[src/rtl/io_out_mmio_if.sv]
// io_out_mmio_if: store and readback bus between the core and the output peripheral
interface io_out_mmio_if;
  logic        st_en;
  logic [7:0]  st_addr;
  logic [31:0] st_data;
  logic [3:0]  st_strb;
  logic [7:0]  rd_addr;
  logic [31:0] rd_data;
  modport master (output st_en, st_addr, st_data, st_strb, rd_addr, input rd_data);
  modport slave (input st_en, st_addr, st_data, st_strb, rd_addr, output rd_data);
endinterface

[src/rtl/io_out_mmio.sv]
// io_out_mmio: memory-mapped LED/HEX/LCD output registers with a timed LCD write sequencer
module io_out_mmio #(
  parameter int LEDR_W    = 18,
  parameter int LEDG_W    = 9,
  parameter int NUM_HEX   = 8,
  parameter int SETUP_CYC = 2,
  parameter int PULSE_CYC = 12,
  parameter int HOLD_CYC  = 2
) (
  input  logic                 clk,
  input  logic                 rst,
  io_out_mmio_if.slave         bus,
  output logic [LEDR_W-1:0]    o_ledr,
  output logic [LEDG_W-1:0]    o_ledg,
  output logic [7*NUM_HEX-1:0] o_hex,
  output logic [31:0]          o_lcd,
  output logic                 o_lcd_busy
);
  typedef enum logic [1:0] {IDLE, SETUP, PULSE, HOLD} state_t;
  state_t state, state_nx;
  logic [15:0] cnt, cnt_nx;
  logic [LEDR_W-1:0] ledr;
  logic [LEDG_W-1:0] ledg;
  logic [6:0] hex [NUM_HEX];
  logic [7:0] lcd_d;
  logic lcd_rs, lcd_on, ovr;
  logic [5:0] sw, rw;
  logic [2:0] ri;
  logic [31:0] lcd_word, lcd_new;
  logic lcd_st, accept, ovr_set, ovr_clr, busy, unused_ok;

  function automatic logic [31:0] merge(input logic [31:0] o, input logic [31:0] d, input logic [3:0] s);
    for (int i = 0; i < 4; i++) o[8*i+:8] = s[i] ? d[8*i+:8] : o[8*i+:8];
    return o;
  endfunction

  assign sw        = bus.st_addr[7:2];
  assign rw        = bus.rd_addr[7:2];
  assign ri        = 3'(rw - 6'd4);
  assign busy      = state != IDLE;
  assign lcd_word  = {lcd_on, 22'b0, lcd_rs, lcd_d};
  assign lcd_new   = merge(lcd_word, bus.st_data, bus.st_strb);
  assign lcd_st    = bus.st_en && sw == 6'd16;
  assign accept    = lcd_st && !busy;
  assign ovr_set   = lcd_st && busy;
  assign ovr_clr   = bus.st_en && sw == 6'd17 && bus.st_strb[0] && bus.st_data[1];
  assign unused_ok = ^{bus.st_addr[1:0], bus.rd_addr[1:0], lcd_new[30:9]};

  // One shared down-counter, reloaded with the new phase length on every state entry
  always_comb begin
    state_nx = state;
    cnt_nx   = cnt - 16'd1;
    if (state == IDLE) begin
      cnt_nx = cnt;
      if (accept) begin
        state_nx = SETUP;
        cnt_nx   = 16'(SETUP_CYC - 1);
      end
    end else if (cnt == 16'd0) begin
      state_nx = state == SETUP ? PULSE : state == PULSE ? HOLD : IDLE;
      cnt_nx   = state == SETUP ? 16'(PULSE_CYC - 1) : state == PULSE ? 16'(HOLD_CYC - 1) : 16'd0;
    end
  end

  always_ff @(posedge clk or posedge rst) begin
    if (rst) begin
      state  <= IDLE;
      cnt    <= 16'd0;
      ledr   <= '0;
      ledg   <= '0;
      lcd_d  <= '0;
      lcd_rs <= 1'b0;
      lcd_on <= 1'b0;
      ovr    <= 1'b0;
      for (int k = 0; k < NUM_HEX; k++) hex[k] <= 7'h7F;
    end else begin
      state <= state_nx;
      cnt   <= cnt_nx;
      ovr   <= ovr_set | (ovr & ~ovr_clr);
      if (bus.st_en && sw == 6'd0) ledr <= LEDR_W'(merge(32'(ledr), bus.st_data, bus.st_strb));
      if (bus.st_en && sw == 6'd1) ledg <= LEDG_W'(merge(32'(ledg), bus.st_data, bus.st_strb));
      for (int k = 0; k < NUM_HEX; k++)
        if (bus.st_en && sw == 6'(4 + k) && bus.st_strb[0]) hex[k] <= bus.st_data[6:0];
      if (accept) begin
        lcd_d  <= lcd_new[7:0];
        lcd_rs <= lcd_new[8];
        lcd_on <= lcd_new[31];
      end
    end
  end

  always_comb begin
    bus.rd_data = rw == 6'd0 ? 32'(ledr) :
                  rw == 6'd1 ? 32'(ledg) :
                  (rw >= 6'd4 && rw < 6'(4 + NUM_HEX)) ? 32'(hex[ri]) :
                  rw == 6'd16 ? lcd_word :
                  rw == 6'd17 ? {30'b0, ovr, busy} : 32'd0;
  end

  for (genvar g = 0; g < NUM_HEX; g++) assign o_hex[7*g+:7] = hex[g];
  assign o_ledr     = ledr;
  assign o_ledg     = ledg;
  assign o_lcd      = {lcd_on, 20'b0, state == PULSE, 1'b0, lcd_rs, lcd_d};
  assign o_lcd_busy = busy;
endmodule

[src/flat_wrapper.sv]
// flat-port wrapper written by rule: the top's interface ports become plain ports
module io_out_mmio_flat 
#(
  parameter int LEDR_W    = 18,
  parameter int LEDG_W    = 9,
  parameter int NUM_HEX   = 8,
  parameter int SETUP_CYC = 2,
  parameter int PULSE_CYC = 12,
  parameter int HOLD_CYC  = 2
)
  (clk, rst, o_ledr, o_ledg, o_hex, o_lcd, o_lcd_busy, bus_st_en, bus_st_addr, bus_st_data, bus_st_strb, bus_rd_addr, bus_rd_data);
  io_out_mmio_if bus_i ();
  input  logic clk;
  input  logic rst;
  output logic [LEDR_W-1:0] o_ledr;
  output logic [LEDG_W-1:0] o_ledg;
  output logic [7*NUM_HEX-1:0] o_hex;
  output logic [31:0] o_lcd;
  output logic o_lcd_busy;
  input wire logic [$bits(bus_i.st_en)-1:0] bus_st_en;
  input wire logic [$bits(bus_i.st_addr)-1:0] bus_st_addr;
  input wire logic [$bits(bus_i.st_data)-1:0] bus_st_data;
  input wire logic [$bits(bus_i.st_strb)-1:0] bus_st_strb;
  input wire logic [$bits(bus_i.rd_addr)-1:0] bus_rd_addr;
  output wire logic [$bits(bus_i.rd_data)-1:0] bus_rd_data;
  assign bus_i.st_en = bus_st_en;
  assign bus_i.st_addr = bus_st_addr;
  assign bus_i.st_data = bus_st_data;
  assign bus_i.st_strb = bus_st_strb;
  assign bus_i.rd_addr = bus_rd_addr;
  assign bus_rd_data = bus_i.rd_data;
  io_out_mmio #(.LEDR_W(LEDR_W), .LEDG_W(LEDG_W), .NUM_HEX(NUM_HEX), .SETUP_CYC(SETUP_CYC), .PULSE_CYC(PULSE_CYC), .HOLD_CYC(HOLD_CYC)) u_core (.clk(clk), .rst(rst), .bus(bus_i), .o_ledr(o_ledr), .o_ledg(o_ledg), .o_hex(o_hex), .o_lcd(o_lcd), .o_lcd_busy(o_lcd_busy));
endmodule
[config.mk]
export PLATFORM = sky130hd
export DESIGN_NAME = io_out_mmio_flat
export DESIGN_NICKNAME = d
export VERILOG_FILES = /design/src/rtl/io_out_mmio_if.sv /design/src/rtl/io_out_mmio.sv /design/src/flat_wrapper.sv
export SDC_FILE = /design/constraint.sdc
export NUM_CORES = 1
export LEC_CHECK = 0
export CAP_MARGIN = 20
export CORE_ASPECT_RATIO = 0.6
export CORE_MARGIN = 8
export CORE_UTILIZATION = 46
export DETAILED_ROUTE_END_ITERATION = 16
export PLACE_DENSITY = 0.87
export RECOVER_POWER = 100
export SYNTH_ARGS = -nofsm -noshare
export SYNTH_HDL_FRONTEND = slang
export SYNTH_SLANG_ARGS = --single-unit
[constraint.sdc]
create_clock -name clk -period 4.3 [get_ports clk]
set_input_delay 0.43 -clock clk [delete_from_list [all_inputs] [get_ports clk]]
set_output_delay 0.43 -clock clk [all_outputs]
set_load 0.03 [all_outputs]
==> results.json, run 1 <==
{
  "layout-drive-gt1-share_pct": 33.8,
  "period_needed_ps": 3610,
  "n_fill_cell": 1009,
  "drt_iter0_markers": 288,
  "rsz0062_at_grt": "false",
  "grt_pass1_vias": 4413,
  "crit_required_ps": 3870,
  "antenna_cells": 0,
  "r2r-end": "u_core.lcd_d[2]",
  "rows": 32,
  "core_um2": 12700,
  "cts_root_buffer": "clkbuf_16",
  "grt_overflow_total": 0,
  "dp_hpwl_um": 12700,
  "holdBufCountCts": 0,
  "outcome": "finished with violations",
  "io_pins": 203,
  "max_slew_margin_pct": -22.2,
  "hold_viol": 0,
  "grt_max_degree": 88,
  "synth_edf_count": 0,
  "start_util_pct": 46.3,
  "multi_input_area_um2": 2670,
  "peakVddDrop_mv": 0.231,
  "firstDrtPassIters": 5,
  "power.density_nw_per_um2": 336,
  "r2r-start": "u_core.state[0]",
  "cts_tree": "built",
  "cap_viol_max_count": 1,
  "setup-violations-final": 0,
  "wl_met1_um": 7450,
  "cp.arrival_ps": 3180,
  "worst_r2r_path_depth": 7,
  "antenna_found_initial": 0,
  "synthCells": 456,
  "die-area_um2": 16700,
  "route.detailed.drc": 0,
  "seqCellArea_um2": 2870,
  "failed_checks": "capacitance limit, slew limit",
  "die_x_um": 162,
  "clk_pin_slew_ps": 70,
  "synth.ff_latch_count": 112,
  "cp-start-kind": "input port",
  "dieHeight_um": 103,
  "clockBufferDepth": 2,
  "synthDistinctLibCells": 66,
  "p_leak_nw": 3.55,
  "ys_seq_area_share_pct": 49.1,
  "path_class": "in2out",
  "slew_violations": 75,
  "worstMarginPinSlew_ps": 1830,
  "worstSetupEndpoint": "bus_rd_data[6]",
  "final_antenna_net_count": 0,
  "io_buffers": 151,
  "grtUsageTotal_pct": 19.9,
  "routed_via_density": 5.68,
  "final_util_pct": 60.5,
  "syn_to_final_growth_pct": 30.7,
  "postCtsSetupBuffers": 0,
  "clock_sinks": 112,
  "clk_latency_ps": 350,
  "tns_ps": 0,
  "synth_top_flop_cell": "dfstp_2",
  "wl_met2_um": 7670,
  "skew_ps": 7.15,
  "post_cts_resized": 0,
  "end_kind": "output port",
  "grt_pass1_wl_um": 25500,
  "min_period_over_period_pct": 83.9,
  "synthArstFlopShare_pct": 100,
  "synth.avg_cell_area_um2": 12.8,
  "wirelength_um": 16900,
  "netlist_area_um2": 5850,
  "vias": 4377,
  "ys_warn_count": 0,
  "numCtsBuffers": 9,
  "cts_htree_levels": 3,
  "crit_fanout": 16,
  "met3_length_um": 1480,
  "dr.max_layer_used": "met4",
  "crit_path_start": "bus_rd_addr[7]",
  "rrSetupSlack_ps": 1560,
  "max_freq_ghz": 0.277,
  "place_congestion": 0.856,
  "fin_nets": 656,
  "wl_per_cell_um": 21.9,
  "hp-class": "reg2reg"
}
[report_power, final]
group	internal [mW]	leakage (nW)	switching (mW)
clock network	0.470	0.158	0.398
logic	0.193	2.08	0.300
registers	1.15	1.32	0.0537
total	1.82	3.55	0.752
[stage by stage]
step / cells / area (um2) / setup WS (ps) / hold WS, ps / total power [mW]
global route: 771 / 7650 / 570 / 544 / 2.66
CTS: 770 / 7680 / 741 / 515 / 2.62
detailed placement: 754 / 7370 / 742 / 498 / 1.75
floorplan: 489 / 5980 / 1000 / 467 / 1.54
global placement: 754 / 7370 / 746 / 499 / 1.73
finish: 771 / 7650 / 692 / 519 / 2.57
[layout make-up]
cell class                 instances  share of cell area [%]
sequential                       112                    37.5
multi-input combinational        308                    34.9
timing repair buffer             157                    20.3
clock buffer                      11                    3.60
tap                              170                    2.78
clock inverter                     5                   0.490
inverter                           8                   0.409
[cell usage in the layout (no fill, tap or decap), types with 3 or more instances in the layout]
cell type / synthesis / routed
nand3_1: 4 / 4
a31oi_1: 4 / 4
clkbuf_16: 0 / 11
or2_2: 4 / 4
nor3b_1: 2 / 3
nor4_1: 4 / 5
dfrtp_1: 56 / 56
and3_1: 4 / 4
dlygate4sd3_1: 0 / 116
or4_1: 3 / 3
dfstp_2: 56 / 56
and2_1: 11 / 10
nor2_1: 17 / 17
clkdlybuf4s50_1: 0 / 35
buf_4: 37 / 4
a222oi_1: 7 / 7
mux4_2: 14 / 14
o22ai_1: 4 / 4
nand2_1: 15 / 15
conb_1: 1 / 34
a32o_1: 3 / 3
and4b_1: 4 / 4
o31ai_1: 5 / 5
ha_1: 5 / 5
nor2b_1: 4 / 4
a22oi_1: 8 / 8
inv_6: 0 / 3
mux2_2: 95 / 95
nor3_1: 3 / 4
inv_1: 8 / 7
o21ai_0: 10 / 11
[synth_stat cells, drive strengths merged, types with 2 or more instances]
master  instances  share of area, %
a22oi           8               1.0
mux2           96                19
a32o            3              0.51
or4             5              0.77
a22o            2              0.30
nand3           4              0.34
buf            45               5.4
o22ai           4              0.43
and2           12               1.3
dfrtp          56                24
inv             8              0.51
o21ai          12               1.3
o31ai           5              0.64
a31oi           4              0.43
nor2           17               1.1
nor2b           4              0.43
nor3            6              0.98
clkbuf         16               1.0
nor4            6               1.0
a221oi          2              0.30
nor4b           2              0.30
and4b           4              0.68
a222oi          7               1.2
ha              5               1.1
dfstp          56                25
a41oi           2              0.30
nor3b           3              0.47
or3             2              0.21
and3            4              0.43
mux4           14               5.4
nand2          16               1.2
nand4           2              0.21
or2             4              0.43
[sequential cells by signal, summed over array words and instances, names as in the netlist]
signal and count:
u_core.o_hex 56, u_core.cnt 16, u_core.lcd_d 8, u_core.ovr 1, u_core.o_ledr 18, u_core.state 2, u_core.o_ledg 9, u_core.lcd_on 1
u_core.lcd_rs 1
[worst min-delay path by stage]
stage	endpoint	depth (start not counted)	start	slack, ps
global route	u_core.o_ledr[17]	1	u_core.o_ledr[17]	540
global placement	u_core.ovr	1	u_core.ovr	500
floorplan	u_core.ovr	1	u_core.ovr	470
detailed placement	u_core.ovr	1	u_core.ovr	500
CTS	u_core.ovr	1	u_core.ovr	510
finish	u_core.ovr	1	u_core.ovr	520
[metal layers]
metal,track usage (%),vias up
met2,31.5,217
met3,4.82,24
met4,5.10,0
met1,27.1,2215
met5,0,-
li1,-,1921
[logic make-up after synthesis]
| family | after synthesis | share of synthesized area (%) |
|---|---|---|
| DFF | 112 | 49.1 |
| muxes | 111 | 24.1 |
| and+or+nand+nor | 99 | 10.9 |
| buffers and inverters | 69 | 6.95 |
| AOI/OAI and AO/OA | 59 | 7.84 |
| adders and majority gates | 5 | 1.07 |
| other | 1 | 0.0641 |
[critical path, cell delays in order]
cell             delay, ps
clkdlybuf4s50_1        470
or4_4                  600
nor3_4                 490
a222oi_1               280
o21ai_0                120
dlygate4sd3_1          770
Note: power is estimated with default switching activity, not from simulation.
==> inputs of run 2 (changes only) <==
==> constraint.sdc (replaced) <==
create_clock -name clk -period 3.6 [get_ports clk]
set_input_delay 0.36 -clock clk [delete_from_list [all_inputs] [get_ports clk]]
set_output_delay 0.36 -clock clk [all_outputs]
set_load 0.03 [all_outputs]
==> run 2 against run 1 <==
The run still ends with capacitance limit, slew limit left. Sequential power rose by 19%. Critical path depth did not move. Setup slack got worse by 330 ps. Clock skew fell by 1.4 ps. Combinational power rose by 20%. Sequential cell count did not move. Global-route usage rose by 0.22 points. Critical path type unchanged.
==> results.json, run 2 (same netlist as run 1, synthesis figures left out) <==
{
  "grt_overflow_total": 0,
  "route.detailed.drc": 0,
  "cp.arrival_ps": 2870,
  "grtUsageTotal_pct": 20.1,
  "final_antenna_net_count": 0,
  "power_mw": 3.05,
  "firstDrtPassIters": 5,
  "vias": 4400,
  "failed_checks": "capacitance limit, slew limit",
  "postCtsSetupBuffers": 0,
  "dp_hpwl_um": 13000,
  "holdBufCountCts": 0,
  "n_fill_cell": 996,
  "tns_ps": 0,
  "placed_cells": 757,
  "setup-violations-final": 0,
  "end_kind": "output port",
  "crit_required_ps": 3240,
  "place_congestion": 0.888,
  "peakVddDrop_mv": 0.295,
  "clk_latency_ps": 350,
  "slew_violations": 113,
  "p_leak_nw": 3.51,
  "largest_reg_flops": 56,
  "final_util_pct": 60.2,
  "cts_root_buffer": "clkbuf_16",
  "max_slew_margin_pct": -64.4,
  "layout_common_cells": "dlygate4sd3_1, mux2_2, dfrtp_1, dfstp_2",
  "final_area_um2": 7620,
  "slowest_delay_ps": 870,
  "skew_ps": 5.74,
  "final_cells": 774,
  "grt_pass1_wl_um": 25900,
  "cp-start-kind": "input port",
  "cpLargestDelayFamily": "buffers and inverters",
  "rows": 32,
  "hold_viol": 0,
  "drt_iter0_markers": 273,
  "die_x_um": 162,
  "cts_htree_levels": 3,
  "max_freq_ghz": 0.309,
  "min_period_over_period_pct": 89.8,
  "die-area_um2": 16700,
  "numCtsBuffers": 9,
  "hp-class": "reg2reg",
  "outcome": "finished with violations",
  "cts_tree": "built",
  "cap_viol_max_count": 1,
  "syn_to_final_growth_pct": 30.2,
  "routed_via_density": 5.68,
  "fin_nets": 658,
  "slowest_stage": "dlygate4sd3_1",
  "wirelength_um": 17100,
  "dieHeight_um": 103,
  "clock_sinks": 112,
  "crit_buf_inv": 3,
  "path_cells": "dlygate4sd3_1, buf_4, mux4_2, a22oi_1, o22ai_1, clkbuf_1",
  "worstMarginPinSlew_ps": 2470,
  "grt_pass1_vias": 4494,
  "power.density_nw_per_um2": 400,
  "wl_per_cell_um": 22.1,
  "period_needed_ps": 3230,
  "clk_pin_slew_ps": 80,
  "core_um2": 12700,
  "start_util_pct": 46.3,
  "post_cts_resized": 0,
  "rsz0062_at_grt": "false",
  "path_class": "in2out",
  "layout-drive-gt1-share_pct": 34.0,
  "clockBufferDepth": 2,
  "grt_max_degree": 113,
  "dpl_cell_area_um2": 7410,
  "layout.cells.most_common": "dlygate4sd3_1",
  "io_buffers": 151,
  "io_pins": 203,
  "antenna_found_initial": 1,
  "crit_fanout": 10
}
## run 2: power breakdown
part / total, mW / switching (mW) / internal [mW]
Clock: 1.02 / 0.491 / 0.530
Combinational: 0.590 / 0.360 / 0.230
Sequential: 1.44 / 0.0628 / 1.38
## run 2: layer usage
layer | vias to the layer above | share of wire [%] | GRT usage [%]
met5 | - | 0 | 0
met4 | 0 | 2.0 | 6.44
met3 | 21 | 9.5 | 5.81
met2 | 221 | 46 | 32.2
met1 | 2237 | 42 | 26.1
li1 | 1921 | - | -
## run 2: area by class of cell
| cell class | instances | area [um2] | share of cell area [%] |
|---|---|---|---|
| Clock inverter | 6 | 56.3 | 0.739 |
| Sequential cell | 112 | 2870 | 37.7 |
| Timing Repair Buffer | 159 | 1530 | 20.1 |
| Tap cell | 170 | 213 | 2.79 |
| Antenna cell | 1 | 2.50 | 0.0328 |
| Multi-Input combinational cell | 308 | 2660 | 34.9 |
| Inverter | 8 | 31.3 | 0.411 |
| Clock buffer | 10 | 250 | 3.28 |
## run 2: worst paths after layout
kind | slack (ps) | end | startpoint | depth (start not counted)
min reg2reg | 520 | u_core.lcd_on | u_core.lcd_on | 1
min in group asynchronous | 1460 | u_core.cnt[6] | rst | 3
max | 370 | bus_rd_data[0] | bus_rd_addr[2] | 6
max in group asynchronous | 750 | u_core.o_ledr[14] | rst | 3
min | 520 | u_core.lcd_on | u_core.lcd_on | 1
max reg2reg | 1070 | u_core.lcd_d[2] | u_core.state[0] | 6
## run 2: through the flow
stage               worst slack (ps)  hold WS, ps
global placement                 463          498
CTS                              457          524
detailed placement               446          511
floorplan                        374          467
finish                           367          520
global route                     262          547
